[src/rtl/debug_reg_access.sv]
// debug_reg_access
//   Debug-host access to a core's register file and PC. A host command is
//   accepted, the core is asked to halt, the access runs once the core
//   acknowledges, and one response beat (or 33 beats for a dump) is returned.
//
//   Handshakes: a transfer happens on a rising clock edge where valid and
//   ready are both 1. A valid producer holds its payload unchanged until that
//   edge; cmd_ready is 1 only while idle (and not in reset), and every rsp_*
//   payload field is 0 whenever rsp_valid is 0.
//
// Ports
//   clock, reset            clock, asynchronous active-high reset
//   cmd_valid/cmd_ready     command handshake; cmd_op 00 read, 01 write,
//   cmd_op/addr/wdata       10 dump all, 11 resume; addr 0-31 GPR, 32 PC
//   rsp_valid/rsp_ready     response handshake
//   rsp_data/addr/last/err  response payload
//   halt_req, halted        halt request to core and its acknowledge
//   rf_rs_index, rf_rs      combinational GPR read port
//   rf_pc                   current PC
//   rf_we/rd_index/rd       GPR write strobe (one cycle, in EXEC only)
//   rf_pc_we, rf_pc_next    PC write strobe (one cycle, in EXEC only)
//   dbg_state               current FSM state
module debug_reg_access #(
  parameter int HALT_TIMEOUT = 255
) (
  input  logic        clock,
  input  logic        reset,
  input  logic        cmd_valid,
  output logic        cmd_ready,
  input  logic [1:0]  cmd_op,
  input  logic [5:0]  cmd_addr,
  input  logic [31:0] cmd_wdata,
  output logic        rsp_valid,
  input  logic        rsp_ready,
  output logic [31:0] rsp_data,
  output logic [5:0]  rsp_addr,
  output logic        rsp_last,
  output logic        rsp_err,
  output logic        halt_req,
  input  logic        halted,
  output logic [4:0]  rf_rs_index,
  input  logic [31:0] rf_rs,
  input  logic [31:0] rf_pc,
  output logic        rf_we,
  output logic [4:0]  rf_rd_index,
  output logic [31:0] rf_rd,
  output logic        rf_pc_we,
  output logic [31:0] rf_pc_next,
  output logic [2:0]  dbg_state
);

  typedef enum logic [2:0] {
    S_IDLE, S_HALT, S_EXEC, S_RESP, S_DUMP_LOAD, S_DUMP_SEND, S_RESUME
  } state_t;

  localparam logic [1:0] OP_READ   = 2'b00;
  localparam logic [1:0] OP_WRITE  = 2'b01;
  localparam logic [1:0] OP_DUMP   = 2'b10;
  localparam logic [1:0] OP_RESUME = 2'b11;

  // wait_cnt counts 0 .. HALT_TIMEOUT-1; the cycle on which it holds the last
  // value without the awaited halted level is the timeout cycle.
  localparam int CW = (HALT_TIMEOUT > 1) ? $clog2(HALT_TIMEOUT) : 1;
  localparam logic [CW-1:0] WAIT_LAST = CW'(HALT_TIMEOUT - 1);

  state_t         state;
  logic [1:0]     op_q;
  logic [5:0]     addr_q;
  logic [31:0]    wdata_q;
  logic [5:0]     dump_cnt;
  logic [CW-1:0]  wait_cnt;

  assign cmd_ready = (state == S_IDLE) && !reset;
  assign dbg_state = state;

  always_ff @(posedge clock or posedge reset) begin
    if (reset) begin
      state       <= S_IDLE;
      op_q        <= 2'd0;
      addr_q      <= 6'd0;
      wdata_q     <= 32'd0;
      dump_cnt    <= 6'd0;
      wait_cnt    <= '0;
      halt_req    <= 1'b0;
      rsp_valid   <= 1'b0;
      rsp_data    <= 32'd0;
      rsp_addr    <= 6'd0;
      rsp_last    <= 1'b0;
      rsp_err     <= 1'b0;
      rf_rs_index <= 5'd0;
      rf_we       <= 1'b0;
      rf_rd_index <= 5'd0;
      rf_rd       <= 32'd0;
      rf_pc_we    <= 1'b0;
      rf_pc_next  <= 32'd0;
    end else begin
      case (state)
        S_IDLE: begin
          if (cmd_valid) begin
            op_q     <= cmd_op;
            addr_q   <= cmd_addr;
            wdata_q  <= cmd_wdata;
            wait_cnt <= '0;
            if (cmd_op == OP_RESUME) begin
              halt_req <= 1'b0;
              state    <= S_RESUME;
            end else begin
              halt_req <= 1'b1;
              state    <= S_HALT;
            end
          end
        end

        S_HALT: begin
          if (halted) begin
            if (op_q == OP_DUMP) begin
              dump_cnt    <= 6'd0;
              rf_rs_index <= 5'd0;
              state       <= S_DUMP_LOAD;
            end else begin
              state <= S_EXEC;
              if (op_q == OP_READ) rf_rs_index <= addr_q[4:0];
              // Strobes are raised on entry so they are high for the single
              // EXEC cycle; addr 0 and addr > 32 never strobe.
              if (op_q == OP_WRITE && addr_q != 6'd0 && addr_q < 6'd32) begin
                rf_we       <= 1'b1;
                rf_rd_index <= addr_q[4:0];
                rf_rd       <= wdata_q;
              end
              if (op_q == OP_WRITE && addr_q == 6'd32) begin
                rf_pc_we   <= 1'b1;
                rf_pc_next <= wdata_q;
              end
            end
          end else if (wait_cnt == WAIT_LAST) begin
            halt_req  <= 1'b0;
            rsp_valid <= 1'b1;
            rsp_addr  <= addr_q;
            rsp_last  <= 1'b1;
            rsp_err   <= 1'b1;
            rsp_data  <= 32'd0;
            state     <= S_RESP;
          end else begin
            wait_cnt <= wait_cnt + 1'b1;
          end
        end

        S_EXEC: begin
          rf_we       <= 1'b0;
          rf_pc_we    <= 1'b0;
          rf_rs_index <= 5'd0;
          rf_rd_index <= 5'd0;
          rf_rd       <= 32'd0;
          rf_pc_next  <= 32'd0;
          rsp_valid   <= 1'b1;
          rsp_addr    <= addr_q;
          rsp_last    <= 1'b1;
          state       <= S_RESP;
          if (addr_q > 6'd32) begin
            rsp_err  <= 1'b1;
            rsp_data <= 32'd0;
          end else begin
            rsp_err <= 1'b0;
            if (op_q == OP_READ) rsp_data <= (addr_q == 6'd32) ? rf_pc : rf_rs;
            else                 rsp_data <= wdata_q;
          end
        end

        S_RESP: begin
          if (rsp_ready) begin
            rsp_valid <= 1'b0;
            rsp_data  <= 32'd0;
            rsp_addr  <= 6'd0;
            rsp_last  <= 1'b0;
            rsp_err   <= 1'b0;
            state     <= S_IDLE;
          end
        end

        S_DUMP_LOAD: begin
          rsp_valid   <= 1'b1;
          rsp_data    <= (dump_cnt == 6'd32) ? rf_pc : rf_rs;
          rsp_addr    <= dump_cnt;
          rsp_last    <= (dump_cnt == 6'd32);
          rsp_err     <= 1'b0;
          rf_rs_index <= 5'd0;
          state       <= S_DUMP_SEND;
        end

        S_DUMP_SEND: begin
          if (rsp_ready) begin
            rsp_valid <= 1'b0;
            rsp_data  <= 32'd0;
            rsp_addr  <= 6'd0;
            rsp_last  <= 1'b0;
            rsp_err   <= 1'b0;
            if (dump_cnt == 6'd32) begin
              dump_cnt <= 6'd0;
              state    <= S_IDLE;
            end else begin
              dump_cnt <= dump_cnt + 6'd1;
              // Index wraps to 0 for the PC slot, which reads rf_pc instead.
              rf_rs_index <= dump_cnt[4:0] + 5'd1;
              state       <= S_DUMP_LOAD;
            end
          end
        end

        S_RESUME: begin
          if (!halted || wait_cnt == WAIT_LAST) begin
            rsp_valid <= 1'b1;
            rsp_addr  <= addr_q;
            rsp_last  <= 1'b1;
            rsp_err   <= halted;
            rsp_data  <= 32'd0;
            state     <= S_RESP;
          end else begin
            wait_cnt <= wait_cnt + 1'b1;
          end
        end

        default: state <= S_IDLE;
      endcase
    end
  end

endmodule

[config.mk]
export PLATFORM = sky130hd
export DESIGN_NAME = debug_reg_access
export DESIGN_NICKNAME = d
export VERILOG_FILES = /design/src/rtl/debug_reg_access.sv
export SDC_FILE = /design/constraint.sdc
export NUM_CORES = 1
export LEC_CHECK = 0
export ABC_CLOCK_PERIOD_IN_PS = 8300
export CAP_MARGIN = 20
export CELL_PAD_IN_SITES_DETAIL_PLACEMENT = 0
export CELL_PAD_IN_SITES_GLOBAL_PLACEMENT = 1
export CORE_MARGIN = 4
export CORE_UTILIZATION = 53
export CTS_BUF_LIST = sky130_fd_sc_hd__clkbuf_4
export CTS_CLUSTER_SIZE = 30
export DETAILED_ROUTE_END_ITERATION = 8
export DONT_BUFFER_PORTS = 1
export PLACE_DENSITY_LB_ADDON = 0.2
export SLEW_MARGIN = 25
export SYNTH_ARGS = -nofsm -noshare
export SYNTH_HDL_FRONTEND = slang
export SYNTH_SLANG_ARGS = --single-unit
[constraint.sdc]
create_clock -name clock -period 8.3 [get_ports clock]
set_clock_uncertainty 0.15 [all_clocks]
set_input_delay 0.83 -clock clock [delete_from_list [all_inputs] [get_ports clock]]
set_output_delay 0.83 -clock clock [all_outputs]
set_load 0.02 [all_outputs]
==> results.json <==
{
  "avgRoutedWirePerCell_microns": 20.7,
  "port_buffers": 0,
  "clock_path_buffers": 2,
  "placed_cells": 1128,
  "synthTopCellsByCount": "353 x nand2_1, 175 x dfrtp_1, 79 x o21ai_0",
  "syn_area_per_cell_sq_um": 8.78,
  "postCtsSetupRepairBufs": 0,
  "via_per_inst": 6.03,
  "num-fill-cells": 1462,
  "r2r_end": "rsp_data[4]",
  "synth_edf_count": 0,
  "ys_warn_count": 0,
  "rsz0062_at_grt": "no",
  "vdd_drop_max_mv": 0.233,
  "outcome": "complete, no violations",
  "drt-total-wl_microns": 24000,
  "core_sq_mm": 0.0159,
  "maxCapViolCount": 0,
  "num-nets-final": 1044,
  "seqCellArea_sq_mm": 0.00438,
  "worstSetupStartpoint": "dbg_state[1]",
  "yosysMostFrequentCell": "nand2_1",
  "r2r_slack_ns": 5.13,
  "crit_required_ns": 7.32,
  "htreeDepth": 4,
  "antenna_found_initial": 1,
  "insertion_delay_ns": 0.56,
  "grt_overflow_total": 0,
  "critPathKind": "flop to output port",
  "period_needed_ns": 3.32,
  "finalMaxSlewViolations": 0,
  "arrival_ns": 2.34,
  "placed_cell_area_sq_mm": 0.00861,
  "gp_congestion": 0.880,
  "stdcell_area_sq_mm": 0.00889,
  "cts_buffers": 17,
  "power.density_mw_per_mm2": 405,
  "grt_usage_pct": 26.4,
  "synth_flop_cell": "dfrtp_1",
  "hold_violations": 0,
  "ioPinCount": 231,
  "vias": 6993,
  "fin_cells": 1160,
  "fp-row-count": 46,
  "p_total_uw": 3600,
  "syn_inst": 976,
  "setup_ws_ns": 4.98,
  "synthesis.area_sq_mm": 0.00857,
  "grt_start_max_net_pins": 104,
  "post-route-period-util_pct": 40.0,
  "post_cts_resized": 0,
  "async_flop_share_pct": 100,
  "critPathLaunchType": "flop",
  "grt_pass1_wl_microns": 37900,
  "ant_nets": 0,
  "cts.reportedPaths.clkPinSlew_ns": 0.14,
  "synth.distinct_cells": 50,
  "hp-class": "primary input to async pin",
  "tns_ns": 0,
  "drive_gt1_share_pct": 8.06,
  "clock-sinks": 175,
  "setup_viol": 0,
  "ys_top_cells_by_area": "dfrtp_1 51%, nand2_1 15%, o21ai_0 4.6%, mux2i_1 3.9%, a221o_1 3.7%",
  "rr_worst_depth": 5,
  "syn-num-nets": 1089,
  "critPathMaxFanout": 28,
  "drtIter0Drc": 566,
  "die_w_microns": 135,
  "synth_seq_area_share_pct": 51.1,
  "ctsHoldBuffers": 0,
  "root_buffer": "clkbuf_4",
  "cts_tree": "yes",
  "place_ws_ns": 5.22,
  "critPathCaptureType": "output port",
  "hpwlAfterDp_microns": 16400,
  "route.detailed.drc": 0,
  "yosysTopAreaCell": "dfrtp_1",
  "die_y_microns": 135,
  "multi_input_area_sq_mm": 0.00387,
  "initial_core_util_pct": 53.9,
  "relSlewSlack_pct": 35.5,
  "r2r_start": "dbg_state[1]",
  "first_global_vias": 6984,
  "dieArea_sq_mm": 0.0183,
  "tightestPinTransition_ns": 0.967,
  "syn_to_final_growth_pct": 3.75,
  "max_freq_mhz": 301,
  "p_leak_uw": 0.00432,
  "ys_ff_latch": 175,
  "synth_top_area_share_pct": 51.1,
  "firstDrtPassIters": 5,
  "cp-endpoint": "cmd_ready"
}
flip-flops by register name, summed over array words and instances (netlist names):
signal / cells
rf_rs_index: 5
wait_cnt: 8
rf_rd_index: 5
halt_req: 1
rsp_err: 1
dump_cnt: 6
rf_pc_next: 32
rsp_data: 32
rsp_valid: 1
addr_q: 6
rsp_last: 1
wdata_q: 32
rf_pc_we: 1
rf_rd: 32
op_q: 2
rsp_addr: 6
rf_we: 1
dbg_state: 3
worst min-delay path by stage:
stage	start	endpoint	slack, ns	cells past startpoint
floorplan	wait_cnt[5]	wait_cnt[5]	0.29	1
global placement	wait_cnt[5]	wait_cnt[5]	0.32	1
detailed placement	wait_cnt[5]	wait_cnt[5]	0.32	1
CTS	reset	halt_req	0.15	1
global route	cmd_addr[0]	addr_q[0]	0.15	2
finish	reset	halt_req	0.1	1
critical path, stage by stage, from the launching register on:
cell and delay, ns:
dfrtp_1 0.77, or2_0 0.48, nor3_1 0.53
metal layers:
layer | global-route usage, % | routed length, microns | part of all wire, %
met4 | 9.46 | 690 | 2.9
met2 | 42.7 | 11500 | 48
met5 | 0 | 0 | 0
met3 | 9.25 | 2370 | 9.9
met1 | 32.9 | 9450 | 39
layout make-up:
type / count / share of cell area, %
antenna: 1 / 0.0281
clock buffer: 17 / 1.44
clock inverter: 14 / 1.60
inverter: 10 / 0.479
multi-input combinational: 720 / 43.5
sequential: 175 / 49.3
tap: 216 / 3.04
timing repair buffer: 7 / 0.591
report_power, final:
group / internal (uW) / switching (uW)
Sequential: 1190 / 646
Clock: 177 / 297
Combinational: 472 / 825
kinds of logic (layout without fill, tap and decap cells):
group | Yosys count | after routing | share of synthesized area [%]
simple gates | 451 | 451 | 21.3
compound gates | 220 | 220 | 17.5
flops | 175 | 175 | 51.1
buf+inv | 81 | 48 | 4.15
mux | 41 | 41 | 4.91
fa+ha+maj | 4 | 4 | 0.584
xor+xnor | 4 | 4 | 0.409
other cells | 0 | 1 | 0
per-stage QoR:
stage / hold WS, ns / utilization, %
3_5_place_dp: 0.317 / 54.2
5_1_grt: 0.146 / 56.0
6_report: 0.0968 / 56.0
2_1_floorplan: 0.288 / -
3_3_place_gp: 0.316 / 54.2
4_1_cts: 0.154 / 55.9
placed cells by master, fill, tap and decap left out, drive strengths merged, types with 8 or more instances in the layout:
cell | netlist | layout
a211oi | 34 | 34
a21oi | 14 | 14
a221o | 32 | 32
clkbuf | 58 | 17
clkinv | 0 | 9
dfrtp | 175 | 175
inv | 10 | 11
mux2 | 8 | 8
mux2i | 33 | 33
nand2 | 353 | 353
nand3 | 8 | 8
nor2 | 48 | 48
nor2b | 11 | 11
o21ai | 111 | 111
(Power assumes the default switching activity.)
==> edit 1, RTL diff (config.mk and constraints unchanged) <==
Make the reset (`reset`) synchronous in one clocked block. Comments in the files are not updated.
--- a/src/rtl/debug_reg_access.sv
+++ b/src/rtl/debug_reg_access.sv
@@ -74,5 +74,5 @@
   assign dbg_state = state;
 
-  always_ff @(posedge clock or posedge reset) begin
+  always_ff @(posedge clock) begin
     if (reset) begin
       state       <= S_IDLE;
Formal check against the unedited RTL: differs if reset is asserted again (counterexample within 4 cycles, from zero or initial values and one cycle with reset high); with reset held inactive, the same outputs for 4 cycles.
==> edit 1 against the original RTL <==
- hold slack improved by 57 ps
- via count rose by 11%
- highest routed layer unchanged
- area after synthesis fell by 0.50%
- sequential cell count did not move
- design area fell by 0.63%
- synthesized cell count rose by 8.5%
- wire length rose by 15%
- final cell count rose by 5.6%
- setup slack improved by 140 ps
- register-to-register slack improved by 140 ps
- die area fell by 0.47%
Power is not compared: it rests on default switching activity, and its combinational part moved more than twofold at a synthesized area within 25%.
==> edit 1: results (changes against the original RTL) <==
worstPathMaxFanout: 26  # -7.1%
cp_slowest_cell: "nor4_1"
ys_seq_area_frac: 0.411  # -0.100
hold_class: "primary input to flop"
final_nets: 1107  # +6.0%
syn_avg_cell_area_um2: 8.05  # -8.3%
dpl_cell_area_um2: 8520  # -1.0%
synthFlopType: "dfxtp_1"
dpl.hpwl_um: 18300  # +11%
status: "finished clean"
clock_latency_ps: 580  # +20 ps
r2r-end: "rf_pc_next[3]"
synth_xor_area_frac: 0.00514  # +0.00105
netlist.area_leader.share: 0.411  # -0.100
grt_pass1_vias: 6867  # -1.7%
grt_use_total: 0.287  # +0.0237
synth_fp_nets: 1172  # +7.6%
drive_above_1_share: 0.0645  # -0.0160
cp-startpoint: "dbg_state[1]"
drt_iter0_markers: 841  # +49%
grt_max_degree: 136  # +31%
cts_resized: 0  # unchanged
arrival_ps: 2210  # -130 ps
synth_async_sr_flop_share: 0  # -1.00
synth_adder_area_share: 0.00587  # +0.0000291
cpPeakStageDelay_ps: 790  # +20 ps
place_ws_ps: 5110  # -118 ps
regToRegSetupSlack_ps: 5270  # +140 ps
grt_util_met3: 0.0898  # -0.00270
r2r-start: "dbg_state[1]"
vias: 7769  # +11%
routabilityCongestion: 0.815  # -7.4%
grt_util_met1: 0.379  # +0.0499
synthDistinctLibCells: 64  # +28%
synth_compound_area_frac: 0.252  # +0.0769
synth_common_cells: "194 x nand2_1, 175 x dfxtp_1, 112 x a21oi_1"
rr_worst_depth: 5  # unchanged
finalCritPeriodShare: 0.384  # -0.0163
synthMuxAreaShare: 0.0458  # -0.00328
vias_per_cell: 6.34  # +5.2%
max_slew_margin: 0.293  # -0.0622
drt-total-wl_um: 27600  # +15%
-- edit 1: per-layer routing --
metal / part of all wire / up-vias
met1: 0.41 / 3692
li1: - / 3726
met2: 0.48 / 302
met3: 0.086 / 49
met4: 0.025 / 0
met5: 0 / -
-- edit 1: power by group --
group	switching, mW	internal (mW)	total [mW]
sequential	0.169	0.919	1.09
clock	0.308	0.182	0.490
combinational	0.345	0.184	0.529
total	0.822	1.28	2.11
-- edit 1: logic make-up (layout without fill, tap and decap cells) --
kind of cell    after synthesis  after routing
simple gates                418            418
compound gates              311            311
flops                       175            175
buf+inv                     107             55
mux                          39             39
xor+xnor                      5              5
fa+ha+maj                     4              4
other cells                   0              2
-- edit 1: worst min path at each step --
stage | startpoint | endpoint | slack [ps] | depth (start not counted)
final | reset | rsp_data[2] | 150 | 1
after CTS | reset | rsp_data[30] | 110 | 1
after floorplan | wait_cnt[7] | wait_cnt[7] | 280 | 1
after detailed placement | wait_cnt[7] | wait_cnt[7] | 310 | 1
after global placement | wait_cnt[7] | wait_cnt[7] | 310 | 1
after global routing | reset | rsp_data[30] | 90 | 1
-- edit 1: area by class of cell --
type | count | area, um^2
tap | 216 | 270
sequential | 175 | 3500
fill | 1572 | 6990
clock inverter | 14 | 143
timing repair buffer | 15 | 133
multi-input combinational | 777 | 4610
antenna | 2 | 5.00
inverter | 8 | 30.0
clock buffer | 18 | 135
-- edit 1: worst max-delay path: cells and delay by family (launching register included) --
family	cells	cell delay [ps]
and+or+nand+nor	1	790
buffers and inverters	1	330
DFF	1	520
==> edit 2, RTL diff (same flow settings) <==
Without the edit above. The parameter `HALT_TIMEOUT` goes from 255 to 510.
--- a/src/rtl/debug_reg_access.sv
+++ b/src/rtl/debug_reg_access.sv
@@ -22,5 +22,5 @@
 //   dbg_state               current FSM state
 module debug_reg_access #(
-  parameter int HALT_TIMEOUT = 255
+  parameter int HALT_TIMEOUT = 510
 ) (
   input  logic        clock,
Behaviour: same outputs for any inputs over 4 cycles, from zero or initial values and one cycle with reset high; that may be too few to reach the edited logic, so the function may still have changed.
==> edit 2 against the original RTL <==
- design area is 8.2% higher
- sequential cell count is 1 higher
- wire length up 12%
- combinational power increased by 36%
- register-to-register slack got worse by 390 ps
- area after synthesis rose by 7.1%
- via count is 2.7% lower
- setup slack got worse by 240 ps
- critical path depth grew 3
- total power increased by 17%
==> edit 2: results (changes against the original RTL) <==
status: "finished clean"
r2r-end: "rf_rd[0]"
use_met2: 0.435  # +0.00815
p_leak_nw: 3.97  # -8.2%
synth_xor_area_frac: 0.00286  # -0.00123
synth_common_cells: "176 x dfrtp_1, 87 x mux2_2, 53 x o21ai_0"
synthTopCellsByArea: "dfrtp_1 48%, mux2_2 11%, mux2_4 4.7%, mux2i_1 4.3%, o221ai_1 3.1%"
fin_hold_ws_ps: 47.9  # -48.8 ps
grt_util_met3: 0.0902  # -0.00227
synth_compound_area_frac: 0.167  # -0.00887
synthMuxAreaShare: 0.197  # +0.148
synth_adder_area_share: 0.00545  # -0.000386
worstPathMaxFanout: 29  # +3.6%
drive_above_1_share: 0.234  # +0.153
grt_pass1_vias: 7111  # +1.8%
synthDistinctLibCells: 68  # +36%
dpl.hpwl_um: 17900  # +9.1%
path_class: "flop to flop"
ir_worst_vdd_uv: 203  # -13%
vias_per_cell: 6.84  # +13%
grt_util_met1: 0.358  # +0.0286
nFillCells: 1436  # -1.8%
clock_latency_ps: 580  # +20 ps
drt_iter0_markers: 420  # -26%
grt_pass1_wl_um: 42300  # +12%
clkTransAtPathRegs_ps: 170  # +30 ps
clock-sinks: 176  # +0.57%
diodes: 0  # -1
arrival_ps: 3890  # +1550 ps
p_int_mw: 2.23  # +22%
synth_fp_nets: 907  # -17%
routabilityCongestion: 0.830  # -5.7%
## edit 2: layer usage
metal  wire [um]  vias to the layer above
met5          18                        -
met4         476                        2
met3        2610                       44
met2       12700                      346
met1       11100                     3475
li1            -                     2939
## edit 2: metrics by stage
stage	instances	cell area, um^2	total power, mW	setup WS, ps	util
after floorplan	794	9180	3.23	2550	-
after global placement	963	9310	3.64	4880	0.555
after detailed placement	963	9310	3.73	4820	0.556
after CTS	995	9610	4.24	4790	0.574
after global routing	995	9620	4.48	4610	0.574
final	995	9620	4.23	4740	0.574
## edit 2: cell type report
cell class | instances | share of cell area
flip-flops and latches | 176 | 0.458
multi-input cells | 538 | 0.465
clock inverters | 15 | 0.0178
repair buffers | 13 | 0.0101
inverters | 16 | 0.00703
clock buffers | 17 | 0.0133
well taps | 220 | 0.0286
## edit 2: cell families (layout without fill, tap and decap cells)
kind of cell	Yosys count	after routing
fa+ha+maj	4	4
simple gates	167	167
buf+inv	80	61
flops	176	176
mux	155	155
compound gates	209	209
xor+xnor	3	3
## edit 2: power groups by stage
stage / clock [mW] / sequential [mW] / combinational, mW
6_report: 0.507 / 1.95 / 1.77
5_1_grt: 0.556 / 2.00 / 1.93
4_1_cts: 0.519 / 1.95 / 1.77
3_5_place_dp: 0 / 1.97 / 1.76
3_3_place_gp: 0 / 1.95 / 1.68
2_1_floorplan: 0 / 1.80 / 1.43
## edit 2: worst max-delay path, stage by stage (launching register included)
cell and delay [ps]:
dfrtp_1 820, and2b_1 520, a31oi_1 240, a211oi_4 810, buf_4 490, mux2_2 380
